### src/rtl/sprite_pkg.sv
`default_nettype none
// ============================================================================
//  Package : sprite_pkg
//  Shared screen geometry, pixel field widths, colour constants and the
//  plot-arbiter state encoding used by the sprite drawing blocks.
//  Rev 1.0 - initial release
// ============================================================================
package sprite_pkg;

  localparam int SCREEN_W = 320;
  localparam int SCREEN_H = 240;
  localparam int X_W      = 9;
  localparam int Y_W      = 8;
  localparam int C_W      = 3;

  localparam logic [C_W-1:0] COL_BLACK = 3'b000;
  localparam logic [C_W-1:0] COL_ALIEN = 3'b101;

  typedef enum logic [0:0] {
    ST_ARB   = 1'b0,
    ST_BURST = 1'b1
  } arb_state_e;

  // Next index in a ring of n entries.
  function automatic int wrap_inc(input int idx, input int n);
    return (idx + 1 >= n) ? 0 : idx + 1;
  endfunction

endpackage
`default_nettype wire

### src/rtl/rr_pick.sv
`default_nettype none
// ============================================================================
//  Module : rr_pick
//  Combinational round-robin picker: returns the first requester at or after
//  ptr (wrapping), as a one-hot vector and as an index.
//  Ports:
//    req  in  N   request vector
//    ptr  in  IW  priority start index
//    pick out N   one-hot winner (all zero if no request)
//    idx  out IW  winner index
//    any  out 1   at least one request present
//  Rev 1.0 - initial release
// ============================================================================
module rr_pick #(
  parameter int N  = 3,
  parameter int IW = 2
) (
  input  logic [N-1:0]  req,
  input  logic [IW-1:0] ptr,
  output logic [N-1:0]  pick,
  output logic [IW-1:0] idx,
  output logic          any
);

  // Two passes over a fixed index range: first the entries at or above ptr,
  // then the wrapped-around entries below it.
  always_comb begin
    pick = '0;
    idx  = '0;
    any  = 1'b0;
    for (int i = 0; i < N; i++) begin
      if (!any && req[i] && (i >= int'(ptr))) begin
        any     = 1'b1;
        pick[i] = 1'b1;
        idx     = IW'(i);
      end
    end
    for (int i = 0; i < N; i++) begin
      if (!any && req[i]) begin
        any     = 1'b1;
        pick[i] = 1'b1;
        idx     = IW'(i);
      end
    end
  end

endmodule
`default_nettype wire

### src/rtl/sprite_plot_arbiter.sv
`default_nettype none
// ============================================================================
//  Module : sprite_plot_arbiter
//  Round-robin arbiter between sprite drawers and the VGA adapter. A grant is
//  held for a whole sprite burst; each consumed pixel is registered onto the
//  plot port one cycle later, with off-screen pixels suppressed.
//  Ports:
//    clk        in   1          system clock
//    reset      in   1          asynchronous active-low reset
//    src_req    in   NUM_SRC    drawer i offers a pixel this cycle
//    src_x      in   9*NUM_SRC  packed x, drawer i at [9i+8:9i]
//    src_y      in   8*NUM_SRC  packed y, drawer i at [8i+7:8i]
//    src_colour in   3*NUM_SRC  packed colour, drawer i at [3i+2:3i]
//    src_last   in   NUM_SRC    offered pixel is the last of the sprite
//    src_grant  out  NUM_SRC    one-hot grant; pixel consumed on grant & req
//    vga_x      out  9          plot x
//    vga_y      out  8          plot y
//    vga_colour out  3          plot colour
//    vga_plot   out  1          single-cycle write enable
//    overrun    out  1          sticky, a burst was force-released
//  Rev 1.0 - initial release
// ============================================================================
module sprite_plot_arbiter
  import sprite_pkg::*;
#(
  parameter int NUM_SRC   = 3,
  parameter int SCREEN_W  = sprite_pkg::SCREEN_W,
  parameter int SCREEN_H  = sprite_pkg::SCREEN_H,
  parameter int MAX_BURST = 64
) (
  input  logic                   clk,
  input  logic                   reset,
  input  logic [NUM_SRC-1:0]     src_req,
  input  logic [X_W*NUM_SRC-1:0] src_x,
  input  logic [Y_W*NUM_SRC-1:0] src_y,
  input  logic [C_W*NUM_SRC-1:0] src_colour,
  input  logic [NUM_SRC-1:0]     src_last,
  output logic [NUM_SRC-1:0]     src_grant,
  output logic [X_W-1:0]         vga_x,
  output logic [Y_W-1:0]         vga_y,
  output logic [C_W-1:0]         vga_colour,
  output logic                   vga_plot,
  output logic                   overrun
);

  localparam int IW = (NUM_SRC > 1) ? $clog2(NUM_SRC) : 1;
  localparam int CW = (MAX_BURST > 1) ? $clog2(MAX_BURST) : 1;

  arb_state_e           state, state_nxt;
  logic [IW-1:0]        cur, cur_nxt;
  logic [IW-1:0]        rr_ptr, rr_nxt;
  logic [CW-1:0]        burst_cnt, cnt_nxt;
  logic [NUM_SRC-1:0]   grant_nxt;
  logic [X_W-1:0]       x_nxt;
  logic [Y_W-1:0]       y_nxt;
  logic [C_W-1:0]       col_nxt;
  logic                 plot_nxt;
  logic                 ovr_nxt;

  logic [NUM_SRC-1:0]   pick_onehot;
  logic [IW-1:0]        pick_idx;
  logic                 pick_any;

  logic                 sel_req;
  logic                 sel_last;
  logic [X_W-1:0]       sel_x;
  logic [Y_W-1:0]       sel_y;
  logic [C_W-1:0]       sel_col;
  logic                 on_screen;

  rr_pick #(
    .N  (NUM_SRC),
    .IW (IW)
  ) u_rr_pick (
    .req  (src_req),
    .ptr  (rr_ptr),
    .pick (pick_onehot),
    .idx  (pick_idx),
    .any  (pick_any)
  );

  // Pixel mux: select the fields of the drawer currently holding the grant.
  always_comb begin
    sel_req  = 1'b0;
    sel_last = 1'b0;
    sel_x    = '0;
    sel_y    = '0;
    sel_col  = '0;
    for (int i = 0; i < NUM_SRC; i++) begin
      if (cur == IW'(i)) begin
        sel_req  = src_req[i];
        sel_last = src_last[i];
        sel_x    = src_x[i*X_W +: X_W];
        sel_y    = src_y[i*Y_W +: Y_W];
        sel_col  = src_colour[i*C_W +: C_W];
      end
    end
  end

  // Widened compare so the screen size may exceed the coordinate range.
  assign on_screen = ({1'b0, sel_x} < (X_W+1)'(SCREEN_W)) &&
                     ({1'b0, sel_y} < (Y_W+1)'(SCREEN_H));

  always_comb begin
    state_nxt = state;
    cur_nxt   = cur;
    rr_nxt    = rr_ptr;
    cnt_nxt   = burst_cnt;
    grant_nxt = src_grant;
    x_nxt     = vga_x;
    y_nxt     = vga_y;
    col_nxt   = vga_colour;
    plot_nxt  = 1'b0;
    ovr_nxt   = overrun;

    case (state)
      ST_ARB: begin
        if (pick_any) begin
          state_nxt = ST_BURST;
          grant_nxt = pick_onehot;
          cur_nxt   = pick_idx;
          cnt_nxt   = '0;
        end
      end
      ST_BURST: begin
        if (sel_req) begin
          x_nxt    = sel_x;
          y_nxt    = sel_y;
          col_nxt  = sel_col;
          plot_nxt = on_screen;
          cnt_nxt  = burst_cnt + CW'(1);
          // The MAX_BURST-th pixel is still plotted; only then is the grant forced off.
          if (sel_last || (burst_cnt == CW'(MAX_BURST-1))) begin
            state_nxt = ST_ARB;
            grant_nxt = '0;
            rr_nxt    = IW'(wrap_inc(int'(cur), NUM_SRC));
            if (!sel_last) begin
              ovr_nxt = 1'b1;
            end
          end
        end else begin
          // Drawer went idle mid-sprite: abandon the burst.
          state_nxt = ST_ARB;
          grant_nxt = '0;
          rr_nxt    = IW'(wrap_inc(int'(cur), NUM_SRC));
        end
      end
      default: begin
        state_nxt = ST_ARB;
        grant_nxt = '0;
      end
    endcase
  end

  always_ff @(posedge clk or negedge reset) begin
    if (!reset) begin
      state      <= ST_ARB;
      cur        <= '0;
      rr_ptr     <= '0;
      burst_cnt  <= '0;
      src_grant  <= '0;
      vga_x      <= '0;
      vga_y      <= '0;
      vga_colour <= '0;
      vga_plot   <= 1'b0;
      overrun    <= 1'b0;
    end else begin
      state      <= state_nxt;
      cur        <= cur_nxt;
      rr_ptr     <= rr_nxt;
      burst_cnt  <= cnt_nxt;
      src_grant  <= grant_nxt;
      vga_x      <= x_nxt;
      vga_y      <= y_nxt;
      vga_colour <= col_nxt;
      vga_plot   <= plot_nxt;
      overrun    <= ovr_nxt;
    end
  end

endmodule
`default_nettype wire

### config.mk
export PLATFORM = sky130hd
export DESIGN_NAME = sprite_plot_arbiter
export DESIGN_NICKNAME = d
export VERILOG_FILES = /design/src/rtl/sprite_pkg.sv /design/src/rtl/rr_pick.sv /design/src/rtl/sprite_plot_arbiter.sv
export SDC_FILE = /design/constraint.sdc
export NUM_CORES = 1
export LEC_CHECK = 0
export ABC_CLOCK_PERIOD_IN_PS = 1800
export BUFFER_PORTS_ARGS = -buffer_cell sky130_fd_sc_hd__buf_2
export CORE_ASPECT_RATIO = 1.75
export CORE_MARGIN = 3
export CORE_UTILIZATION = 47
export CTS_CLUSTER_DIAMETER = 150
export DETAILED_ROUTE_END_ITERATION = 10
export PLACE_DENSITY = 0.8
export SLEW_MARGIN = 20
export SYNTH_ARGS = -nofsm -noshare
export SYNTH_HDL_FRONTEND = slang
export SYNTH_SLANG_ARGS = --single-unit
### constraint.sdc
create_clock -name clk -period 1.8 [get_ports clk]
set_input_delay 0.18 -clock clk [delete_from_list [all_inputs] [get_ports clk]]
set_output_delay 0.18 -clock clk [all_outputs]
set_load 0.02 [all_outputs]
==> summary.md <==
| Metric | Value |
|---|---|
| Grt ovf | 0 |
| Placement Cell Area | 2592 sq um |
| Routed wire per std cell | 15.53 microns |
| Max Transition Viols Final | 0 |
| Vias per cell | 5.473 |
| I/O Buffers | ~90 |
| Reg-to-Reg End | burst_cnt[0] |
| TNS Setup | 0 ns |
| R2r setup slk | 0.08 ns |
| Placer Congestion | 0.8483 |
| Drt pass-1 iters | 4 |
| Status | finished with violations |
| Share of layout cells above drive strength 1 | 44.70% |
| Max_cap viols | 0 |
| Total CTS buffers | 5 |
| Inst Count DP | between 300 and 400 |
| Die Ht | 93.25 microns |
| Post-Synthesis Cells | between 200 and 250 |
| CP Launch Type | flip-flop |
| CTS tree | yes |
| Global-route wire length before repair | slightly above 9 mm |
| #FFs+latches synth | 36 |
| RSZ-0062 raised after global routing | yes |
| Vias in the first global route | between 1500 and 2000 |
| Clock skew | 0.005304 ns |
| VDD IR max | approximately 1 mV |
| Clk_lat worst skew | 0.29 ns |
| Critical Path RT | around 2.0 ns |
| CTS Hold Buffers Added | 0 |
| FF-to-FF Start | cur[0] |
| Worst-case clock buffer depth | 2 |
| Highest clock rate | just under 600 MHz |
| Max-slew headroom | 47.61% |
| Crit Path Category | flip-flop to flip-flop |
| Most frequent cells in the layout | 92 x buf_2, 36 x o21ai_0, 35 x dfrtp_1 |
| DR iter-0 viols | 45 |
| Hold WC Path Type | input port to asynchronous set/reset pin |
| Die Width | between 50 and 60 microns |
| Yosys top cell area share | 44.06% |
| Failing checks | negative hold slack |
| # setup viols final | 0 |
| Pleak | 1.347 nW |
| Initial Util | between 40% and 50% |
| Area growth from synthesis to layout | 33.35% |
| Count of cell types in the netlist | 38 |
| Remaining DRCs | 0 |
| Most common cell after layout, fill and taps aside | buf_2 |
| Syn avg cell area | 10.12 sq um |
| GR Util All Layers | 22.35% |
| I/O pin total | 93 |
| Register area share after synthesis | 44.06% |
| Ranking of synthesized cells by area | dfrtp_1 44%, mux2i_1 11%, o21ai_0 8.8% |
| Antenna diode count | 0 |
| Hold WS | -0.03410 ns |
| Fin crit period | 1.718 ns |
| R2R depth | 6 |
| Slew @ Worst Pin | 0.7858 ns |
| Crit. End Element | flip-flop |
| DRT antenna net count | 0 |
| Die footprint | 5208 sq um |
| # clock sinks | 36 |
| Core Rows | 31 |
| Design area | 2726 sq um |
| Final Non-Filler Cells | 351 |
| Yosys warnings | 0 |
| H-tree levels | 2 |
| Critical Path AT | 1.89 ns |
| Worst Path Max Fanout | 14 |
| Hold Vio Cnt, Final | 36 |
| Mapped Area | 2044 sq um |
| Area leader, netlist | dfrtp_1 |
| Largest net degree at the start of global routing | 37 |
| Final Cycle Share | a little over nine tenths |
| Pwr Density | between 1500 and 2000 nW/um^2 |
| # nets final | 370 |
| Clk root buf | clkbuf_8 |
| Vias | about 1900 |
| Mapped Nets | 271 |
| WL final | 5.451 mm |
| Core box area | between 4000 and 5000 sq um |
| Initial antenna violation count | 0 |
| Number of fill cells in the layout | 333 |
| Clk slew on worst S/H paths | ~0.07 ns |
| Final HPWL DP | 4.237 mm |
## power breakdown
group | leakage (nW) | switching [W] | internal [W]
sequential | 0.454 | 0.000226 | 0.00115
clock | 0.0424 | 0.000280 | 0.000276
combinational | 0.850 | 0.00139 | 0.00119
total | 1.35 | 0.00190 | 0.00261
## worst max path at each step
| stage | cells past startpoint | to | start | slack (ns) |
|---|---|---|---|---|
| 6_report | 6 | burst_cnt[0] | cur[0] | 0.08 |
| 5_1_grt | 5 | src_grant[1] | cur[0] | -0.02 |
| 4_1_cts | 6 | burst_cnt[0] | cur[0] | 0.04 |
| 3_5_place_dp | 4 | vga_y[0] | cur[0] | -0.01 |
| 3_3_place_gp | 4 | vga_colour[2] | cur[0] | 0.09 |
| 2_1_floorplan | 5 | rr_ptr[0] | burst_cnt[0] | 0.18 |
## per-layer routing
metal,share of wire [%],global-route usage [%],vias to the layer above
li1,-,-,927
met4,2.8,8.119,0
met1,36,24.06,912
met3,4.4,3.315,15
met5,0,0,-
met2,57,43.18,67
## synth_stat cells
| library cell | n |
|---|---|
| a21oi_1 | 4 |
| mux2_4 | 7 |
| o2bb2ai_1 | 1 |
| xnor2_1 | 1 |
| o21ai_0 | 36 |
| and3_1 | 1 |
| a2bb2oi_1 | 8 |
| mux2i_1 | 22 |
| buf_4 | 1 |
| dfrtp_1 | 36 |
| ha_1 | 1 |
| a31oi_1 | 1 |
| nor2_4 | 1 |
| or4_1 | 1 |
| nand3b_1 | 1 |
| mux2_2 | 8 |
| nor4_1 | 1 |
| a311o_1 | 1 |
| nand2b_1 | 4 |
| buf_2 | 4 |
| or2_2 | 1 |
| o2111ai_1 | 1 |
| nand2_1 | 28 |
| o211a_1 | 1 |
| clkbuf_1 | 7 |
| o21bai_1 | 1 |
| inv_1 | 2 |
| nor2b_2 | 1 |
| nor4b_1 | 1 |
| nor2b_1 | 1 |
| buf_6 | 2 |
| nor2_1 | 4 |
| a21o_1 | 1 |
| nor3_1 | 2 |
| o211ai_1 | 3 |
| a2bb2oi_2 | 1 |
| nand3_1 | 3 |
| a22o_1 | 2 |
## logic make-up (layout without fill, tap and decap cells)
family                   Yosys count  in the layout  share of synthesized area [%]
adder cells (fa/ha/maj)            1              1                         0.6119
AO/OA/AOI/OAI                     61             61                          18.79
buffers and inverters             16            116                          4.101
XOR/XNOR                           1              1                         0.4285
multiplexers                      37             37                          20.32
flip-flops                        36             36                          44.06
AND/OR/NAND/NOR                   50             50                          11.69
## critical path, cell delays in order (launching register included)
cell and delay (ns):
dfrtp_2 0.45, mux2i_1 0.29, a2bb2oi_2 0.24, nor2_4 0.07
buf_12 0.15, buf_4 0.14, mux2_2 0.25
## repair_timing
action,in CTS,in global routing
endpoints found under the setup margin,6,10
setup buffers,2,0
hold endpoints to repair,0,0
gates resized for setup,0,5
pin swaps,1,0
## registers in the layout (all words and copies together) (netlist names)
name        flops
vga_x           9
vga_y           8
burst_cnt       6
src_grant       3
vga_colour      3
cur             2
rr_ptr          2
overrun         1
state           1
vga_plot        1
## cell type report
| class | instances | area [sq um] | share of cell area (%) |
|---|---|---|---|
| tap | 49 | 61.31 | 2.249 |
| timing repair buffer | 106 | 590.6 | 21.66 |
| clock buffer | 7 | 76.32 | 2.799 |
| multi-input combinational | 150 | 1080 | 39.61 |
| sequential | 36 | 902.1 | 33.09 |
| clock inverter | 1 | 8.758 | 0.3212 |
| inverter | 2 | 7.507 | 0.2754 |
## metrics by stage
stage | total power, W | util, % | hold WS [ns] | setup WS [ns]
detailed placement | 0.003864 | 62.47 | 0.3148 | -0.01419
floorplan | 0.003074 | - | -0.1156 | 0.1787
finish | 0.004512 | 65.69 | -0.03410 | 0.08216
global route | 0.004818 | 65.69 | 0.04030 | -0.01851
global placement | 0.003782 | 62.47 | 0.3022 | 0.08916
CTS | 0.004485 | 65.18 | 0.004413 | 0.04480
Power figures use the tool's default switching activity.
